===== config.mk =====
export PLATFORM = sky130hd
export DESIGN_NAME = sm_controller
export DESIGN_NICKNAME = d
export VERILOG_FILES = /design/src/rtl/sm_controller.sv
export SDC_FILE = /design/constraint.sdc
export NUM_CORES = 1
export LEC_CHECK = 0
export BUFFER_PORTS_ARGS = -buffer_cell sky130_fd_sc_hd__buf_2
export CORE_MARGIN = 1
export CORE_UTILIZATION = 30
export DETAILED_ROUTE_END_ITERATION = 12
export HOLD_SLACK_MARGIN = 0.06
export PLACE_DENSITY = 0.66
export REMOVE_ABC_BUFFERS = 1
export SLEW_MARGIN = 20
export SYNTH_ARGS = -nofsm -noshare
export SYNTH_HDL_FRONTEND = slang
export SYNTH_SLANG_ARGS = --single-unit

===== constraint.sdc =====
create_clock -name clk -period 1.85 [get_ports clk]
set_clock_uncertainty 0.1 [all_clocks]
set_input_delay 0.185 -clock clk [delete_from_list [all_inputs] [get_ports clk]]
set_output_delay 0.185 -clock clk [all_outputs]
set_load 0.05 [all_outputs]

===== src/rtl/sm_controller.sv =====
// Instruction controller for a simple datapath: latches a 16-bit instruction and
// walks a Moore FSM that sequences register-file reads, ALU work and writeback.
module sm_controller (
    input  logic        clk,
    input  logic        reset_n,
    input  logic [15:0] in,
    input  logic        load,
    input  logic        s,
    output logic        w,
    output logic [2:0]  readnum,
    output logic [2:0]  writenum,
    output logic [1:0]  vsel,
    output logic        loada,
    output logic        loadb,
    output logic        loadc,
    output logic        loads,
    output logic        write,
    output logic        asel,
    output logic        bsel,
    output logic [1:0]  shift,
    output logic [1:0]  ALUop,
    output logic [15:0] sximm8,
    output logic [15:0] sximm5,
    output logic [2:0]  o_state,
    output logic [15:0] o_ir
);

    localparam logic [2:0] S_WAIT      = 3'd0;
    localparam logic [2:0] S_DECODE    = 3'd1;
    localparam logic [2:0] S_WRITE_IMM = 3'd2;
    localparam logic [2:0] S_GET_A     = 3'd3;
    localparam logic [2:0] S_GET_B     = 3'd4;
    localparam logic [2:0] S_ALU       = 3'd5;
    localparam logic [2:0] S_WRITE_REG = 3'd6;

    logic [2:0]  r_state;
    logic [2:0]  w_next_state;
    logic [15:0] r_ir;

    logic [2:0] w_opcode;
    logic [1:0] w_op;
    logic [2:0] w_rn;
    logic [2:0] w_rd;
    logic [1:0] w_sh;
    logic [2:0] w_rm;
    logic       w_is_alu;
    logic       w_is_movi;
    logic       w_is_movr;
    logic       w_is_cmp;
    logic       w_is_mvn;
    logic       w_uses_a;

    assign w_opcode = r_ir[15:13];
    assign w_op     = r_ir[12:11];
    assign w_rn     = r_ir[10:8];
    assign w_rd     = r_ir[7:5];
    assign w_sh     = r_ir[4:3];
    assign w_rm     = r_ir[2:0];

    assign w_is_alu  = (w_opcode == 3'b101);
    assign w_is_movi = (w_opcode == 3'b110) && (w_op == 2'b10);
    assign w_is_movr = (w_opcode == 3'b110) && (w_op == 2'b00);
    assign w_is_cmp  = w_is_alu && (w_op == 2'b01);
    assign w_is_mvn  = w_is_alu && (w_op == 2'b11);
    // MVN and MOV reg only need the B operand; the other ALU ops read both.
    assign w_uses_a  = w_is_alu && !w_is_mvn;

    assign sximm8  = {{8{r_ir[7]}}, r_ir[7:0]};
    assign sximm5  = {{11{r_ir[4]}}, r_ir[4:0]};
    assign o_state = r_state;
    assign o_ir    = r_ir;

    // IR loads share the WAIT edge with s, so DECODE sees the freshly loaded word.
    always_ff @(posedge clk or negedge reset_n) begin
        if (!reset_n) begin
            r_state <= S_WAIT;
            r_ir    <= 16'h0000;
        end else begin
            r_state <= w_next_state;
            if (load && (r_state == S_WAIT)) begin
                r_ir <= in;
            end
        end
    end

    always_comb begin
        w_next_state = S_WAIT;
        case (r_state)
            S_WAIT:      w_next_state = s ? S_DECODE : S_WAIT;
            S_DECODE: begin
                if (w_is_movi)                   w_next_state = S_WRITE_IMM;
                else if (w_uses_a)               w_next_state = S_GET_A;
                else if (w_is_movr || w_is_mvn)  w_next_state = S_GET_B;
                else                             w_next_state = S_WAIT;
            end
            S_WRITE_IMM: w_next_state = S_WAIT;
            S_GET_A:     w_next_state = S_GET_B;
            S_GET_B:     w_next_state = S_ALU;
            S_ALU:       w_next_state = w_is_cmp ? S_WAIT : S_WRITE_REG;
            S_WRITE_REG: w_next_state = S_WAIT;
            default:     w_next_state = S_WAIT;
        endcase
    end

    always_comb begin
        w        = 1'b0;
        readnum  = 3'b000;
        writenum = 3'b000;
        vsel     = 2'b00;
        loada    = 1'b0;
        loadb    = 1'b0;
        loadc    = 1'b0;
        loads    = 1'b0;
        write    = 1'b0;
        asel     = 1'b0;
        bsel     = 1'b0;
        shift    = 2'b00;
        ALUop    = 2'b00;
        case (r_state)
            S_WAIT: w = 1'b1;
            S_WRITE_IMM: begin
                writenum = w_rn;
                vsel     = 2'b10;
                write    = 1'b1;
            end
            S_GET_A: begin
                readnum = w_rn;
                loada   = 1'b1;
            end
            S_GET_B: begin
                readnum = w_rm;
                loadb   = 1'b1;
            end
            S_ALU: begin
                shift = w_sh;
                ALUop = w_is_alu ? w_op : 2'b00;
                asel  = w_is_movr || w_is_mvn;
                loads = w_is_cmp;
                loadc = !w_is_cmp;
            end
            S_WRITE_REG: begin
                writenum = w_rd;
                vsel     = 2'b00;
                write    = 1'b1;
            end
            default: ;
        endcase
    end

endmodule


# Word level (Yosys, flattened, before mapping)
# Cells that the tools add are included.
[classes] addsub=0 n_mul=0 n_div=0 n_lt_le_gt_ge=0 eq_ne=11 n_shift=0 muxes=19 n_bitwise=0 n_reduce_logical=12
[op_table] op="$eq A3 B3 Y1 const B" n=5
[op_table] op="$pmux W3 S5" n=1
[op_table] op="$mux W3" n=4
[op_table] op="$pmux W3 S2" n=2
[op_table] op="$mux W1" n=8
[op_table] op="$mux W2" n=4
[op_table] op="$eq A3 B2 Y1 const B" n=2
[op_table] op="$logic_and A1 B1 Y1" n=6
[op_table] op="$eq A2 B2 Y1 const B" n=2
[op_table] op="$eq A3 B1 Y1 const B" n=1
[op_table] op="$logic_not A3 Y1" n=1
[op_table] op="$eq A2 B1 Y1 const B" n=1
[op_table] op="$logic_not A1 Y1" n=2
[op_table] op="$logic_not A2 Y1" n=1
[op_table] op="$reduce_or A2 Y1" n=1
[op_table] op="$logic_or A1 B1 Y1" n=1
[totals] register_bits=19 latch_bits=0 ramBits=0 rom_bits=0 input_bits=20 out_inout_bits=71 word_cells=44 n_memories=0

# Longest topological paths before layout
[depth] depth_word=7 depth_mapped=6 ltp_nobuf=3

# Worst setup path after synthesis
# No wires, ideal clock.
[synth_timing] path_type="reg2out" from="register r_state[1], in the netlist o_state[1]" to="output port readnum[0]" arrival_time_ns=2.722 t_required_ns=1.565 path_slack_ns=-1.157 path_stages_with_launch=4 n_path_buf=1 path_cell_list="dfrtp_1 buf_6 nor3b_1 a22o_1"
[synth_between] elab_chain_len=2 word_cells_on_any_way=3 classes_between="eq/ne (2); mux (1)"
[synth_rtl] element="start, declared" line="36" source="logic [2:0] r_state;"
[synth_rtl] element="start signal, assigned" line="79" source="r_state <= w_next_state;"
[synth_rtl] element="$eq A3 B3 Y1 / $eq A3 B2 Y1 (equally long branches)" line="119" source="case (r_state)"
[synth_rtl] element="$pmux W3 S2 (*)" line="119"
[synth_rtl] element="end, declared" line="10" source="output logic [2:0] readnum,"
# Every way passes the cells marked *; elsewhere a longest branch is shown, timed or not.

# Worst setup path in the final report
[layout_timing] from="register r_ir[13], in the netlist o_ir[13]" to="output port asel"
[layout_between] elab_chain_len=4 word_cells_on_any_way=6 classes_between="eq/ne (2); mux (1); reduce/logical (3)"
[layout_rtl] element="start, declared" line="38" source="logic [15:0] r_ir;"
[layout_rtl] element="start signal, assigned" line="81" source="r_ir <= in;"
[layout_rtl] element="$eq A3 B3 Y1 (on tied branches)" line="62, 60"
[layout_rtl] element="$logic_and A1 B1 Y1 (on tied branches)" line="62, 64"
[layout_rtl] element="$logic_or A1 B1 Y1 (*)" line="137" source="asel = w_is_movr || w_is_mvn;"
[layout_rtl] element="$mux W1 (*)" line="119"
[layout_rtl] element="end, declared" line="18" source="output logic asel,"
# Marked as above.

==> results.rst <==
.. list-table::
   :header-rows: 1

   * - Metric
     - Value
   * - Run status
     - finished, violations left
   * - Violations in the final reports
     - setup timing
   * - Register-to-Register Setup Slack
     - around 110 ps
   * - Root cell of the clock tree
     - sky130_fd_sc_hd__clkbuf_8
   * - Number of enable flip-flop cells after synthesis
     - 0
   * - Series of cell instances along the critical path
     - or4b_4, a21boi_2, and2_1, buf_6
   * - Share of cells above drive strength 1
     - 63.7%
   * - Number of vias per cell
     - 4.39
   * - Reg2Reg Capture Point
     - o_ir[2]
   * - Register bit total from synthesis
     - 19
   * - Fmax
     - 0.527 GHz
   * - Worst Setup SP
     - o_ir[13]
   * - Global-route wire length before repair
     - 4600 um
   * - Part of the cycle the worst path needs
     - 103%
   * - Cell Area, Synth
     - 0.00132 mm^2
   * - Reg2reg start
     - o_state[1]
   * - Top cell type by total area after synthesis
     - sky130_fd_sc_hd__dfrtp_1
   * - Area of combinational cells with multiple inputs
     - 551 um^2
   * - Dominant register cell in the synthesized netlist
     - sky130_fd_sc_hd__dfrtp_1
   * - Overall die area
     - 0.00468 mm^2
   * - Worst-path clk slew
     - ~70 ps
   * - Core Box Area
     - 0.00412 mm^2
   * - N_diodes
     - 0
   * - Count of unresolved DRC violations after routing
     - 0
   * - Final critical-path required period
     - 1900 ps
   * - Sequential area share after synthesis
     - 35.9%
   * - Slowest stage delay, CP
     - ~530 ps
   * - Number of buffers and inverters on the critical path
     - 1
   * - Worst slack, placed
     - 108 ps
   * - Distinct cell type count after synthesis
     - 33
   * - Length in cells of the worst reg-to-reg path
     - 4
   * - Gr ovfl total
     - 0
   * - Worst-skew pair later-pin latency
     - 250 ps
   * - Global router's overall resource usage
     - 13.3%
   * - Kind of capture point of the worst setup path
     - primary output
   * - Horiz. Die Dim
     - 68.4 um
   * - Via count of the first global-routing pass
     - 993
   * - Site Rows
     - 23
   * - Fin. Hold Viols
     - 0
   * - Drt pass-1 iters
     - 4
   * - Req. time, crit path
     - between 1500 and 2000 ps
   * - Final wirelength
     - 3030 um
   * - Initial antenna violation count
     - 0
   * - Number of instances in the synthesized netlist
     - ~120
   * - Clock buffer count from CTS
     - 3
   * - Post-Syn Area per Cell
     - 10.9 um^2
   * - Routed wirelength normalized by instance count
     - 11.9 um
   * - Number of nets still failing antenna checks after routing
     - 0
   * - Post-detailed-placement half-perimeter wirelength
     - 2200 um
   * - Arrival time of data at the critical path endpoint
     - 1610 ps
   * - Cell class contributing the biggest share of worst-path delay
     - simple AND/OR/NAND/NOR gates
   * - Destination of the critical timing path
     - asel
   * - Storage element area
     - 479 um^2
   * - Synth area leaders
     - sky130_fd_sc_hd__dfrtp_1, sky130_fd_sc_hd__buf_4, sky130_fd_sc_hd__mux2_4
   * - Crit path depth
     - 4
   * - Final count of pins violating max slew
     - 0
   * - Fraction of synthesis flops using an asynchronous set or reset pin
     - 100%
   * - Die Height
     - 68.4 um
   * - Class of the worst hold path
     - in -> reg
   * - Count of boundary I/O pins
     - 91
   * - Initial standard-cell utilization of the core
     - 32.2%
   * - TritonCTS clock tree
     - done
   * - Crit Path Class
     - reg -> out
   * - Max-cap violations
     - 0
   * - Total number of nets in the final design
     - 225
   * - Fraction of post-synthesis cell area in the top cell type by area
     - between 30% and 40%
   * - Count of input and output buffers
     - around 90
   * - Largest net degree at the start of global routing
     - 20
   * - Area delta synth->final
     - 39.7%
   * - Global placement routability congestion
     - 0.730
   * - Setup repair after global routing missed its margin
     - yes
   * - Worst Slack Setup Final
     - -46.3 ps
   * - Max Buffers Root-to-Sink
     - 2
   * - Clock H-tree levels
     - 1
   * - Yosys warning total
     - 0
   * - Iter 0 DRT Violations
     - 34
   * - Crit-path max FO
     - 2
   * - Endpoints failing setup
     - 1
   * - Kind of start point of the critical path
     - register
   * - Number of sinks handled by clock tree synthesis
     - 19
   * - Library cell contributing the largest single delay on the critical path
     - sky130_fd_sc_hd__or4b_4
   * - FILL cells
     - 382
   * - Total number of vias
     - 1114
[synthesized netlist by cell type (2+ instances only)]
master                    number
sky130_fd_sc_hd__a21oi_1       2
sky130_fd_sc_hd__a22o_1        3
sky130_fd_sc_hd__and2_1        9
sky130_fd_sc_hd__buf_4        34
sky130_fd_sc_hd__dfrtp_1      19
sky130_fd_sc_hd__inv_1         2
sky130_fd_sc_hd__mux2_2        6
sky130_fd_sc_hd__mux2_4       10
sky130_fd_sc_hd__mux2i_1       3
sky130_fd_sc_hd__nand2_1       2
sky130_fd_sc_hd__nand4_1       2
sky130_fd_sc_hd__nor2_1        5
sky130_fd_sc_hd__nor2b_1       5
[registers in the layout, summed over array words and instances, names as in the netlist]
register / count
o_ir: 16
o_state: 3
[final cells by class]
cell class,instances,share of cell area [%]
inverters,2,0.406
repair buffers,115,38.0
well taps,50,3.38
clock buffers,3,2.23
clock inverters,1,0.271
multi-input cells,64,29.8
flip-flops and latches,19,25.9
[kinds of logic after synthesis]
| kind of cell | synth area share [%] |
|---|---|
| simple gates | 14.5 |
| other cells | 0.283 |
| compound gates | 6.90 |
| flops | 35.9 |
| mux | 18.7 |
| buf+inv | 23.7 |
[layer usage]
metal | track usage, % | routed length [um]
met2 | 22.8 | 1580
met4 | 3.91 | 12
met5 | 0 | 0
met1 | 17.1 | 1300
met3 | 2.00 | 143
[worst register-to-register path, stage by stage, from the launching register on]
cell and delay (ps):
sky130_fd_sc_hd__dfrtp_2 450, sky130_fd_sc_hd__buf_4 150, sky130_fd_sc_hd__nor3_2 180, sky130_fd_sc_hd__and2_4 360, sky130_fd_sc_hd__mux2_2 380
[layout by cell type, fill, tap and decap left out, drive strengths merged]
cell | netlist | routed
nor3b | 1 | 1
o311a | 1 | 1
a22o | 3 | 3
nand3 | 1 | 1
a31o | 1 | 1
and3b | 1 | 1
a21o | 1 | 1
dfrtp | 19 | 19
dlygate4sd3 | 0 | 15
and3 | 1 | 1
nand4 | 2 | 2
o21ai | 1 | 1
mux2 | 16 | 16
clkinv | 0 | 1
a2111oi | 1 | 1
or4b | 1 | 1
a31oi | 1 | 1
nand2 | 2 | 2
nand4b | 1 | 1
nor3 | 1 | 1
conb | 1 | 2
a21boi | 1 | 1
mux2i | 3 | 3
buf | 38 | 98
inv | 2 | 2
nor2b | 5 | 5
a21oi | 2 | 2
nor2 | 5 | 5
and2 | 10 | 10
clkbuf | 0 | 5
[stage by stage]
stage          instance area, um^2  TNS (ps)  cells  hold slack [ps]  utilization, %
3_3_place_gp                  1580         0    231             44.8            38.5
4_1_cts                       1810     -74.8    251             65.9            44.0
5_1_grt                       1850      -122    254             65.5            44.9
2_1_floorplan                 1020    -85110     85             -211               -
3_5_place_dp                  1580         0    231             49.8            38.5
6_report                      1850     -46.3    254             70.2            44.9
[how the worst min path moves through the flow]
stage	start	slack (ps)	cells past startpoint	endpoint
6_report	in[13]	70	2	o_ir[13]
5_1_grt	in[12]	70	2	o_ir[12]
4_1_cts	in[13]	70	2	o_ir[13]
3_5_place_dp	reset_n	50	1	o_ir[10]
3_3_place_gp	reset_n	40	1	o_ir[10]
2_1_floorplan	reset_n	-210	0	o_ir[0]
[repair_timing]
action                                  4_1_cts  5_1_grt
pin swaps                                     2        2
endpoints found under the setup margin        7        8
endpoints found under the hold margin        33        0
resized for setup                             9        7
cloned                                        0        0
hold buffers                                 15        0
buffers inserted                              1        3
Power is left out: the tool's default activity adds up to more than one toggle a clock period on the data nets, which glitch-free logic cannot reach.
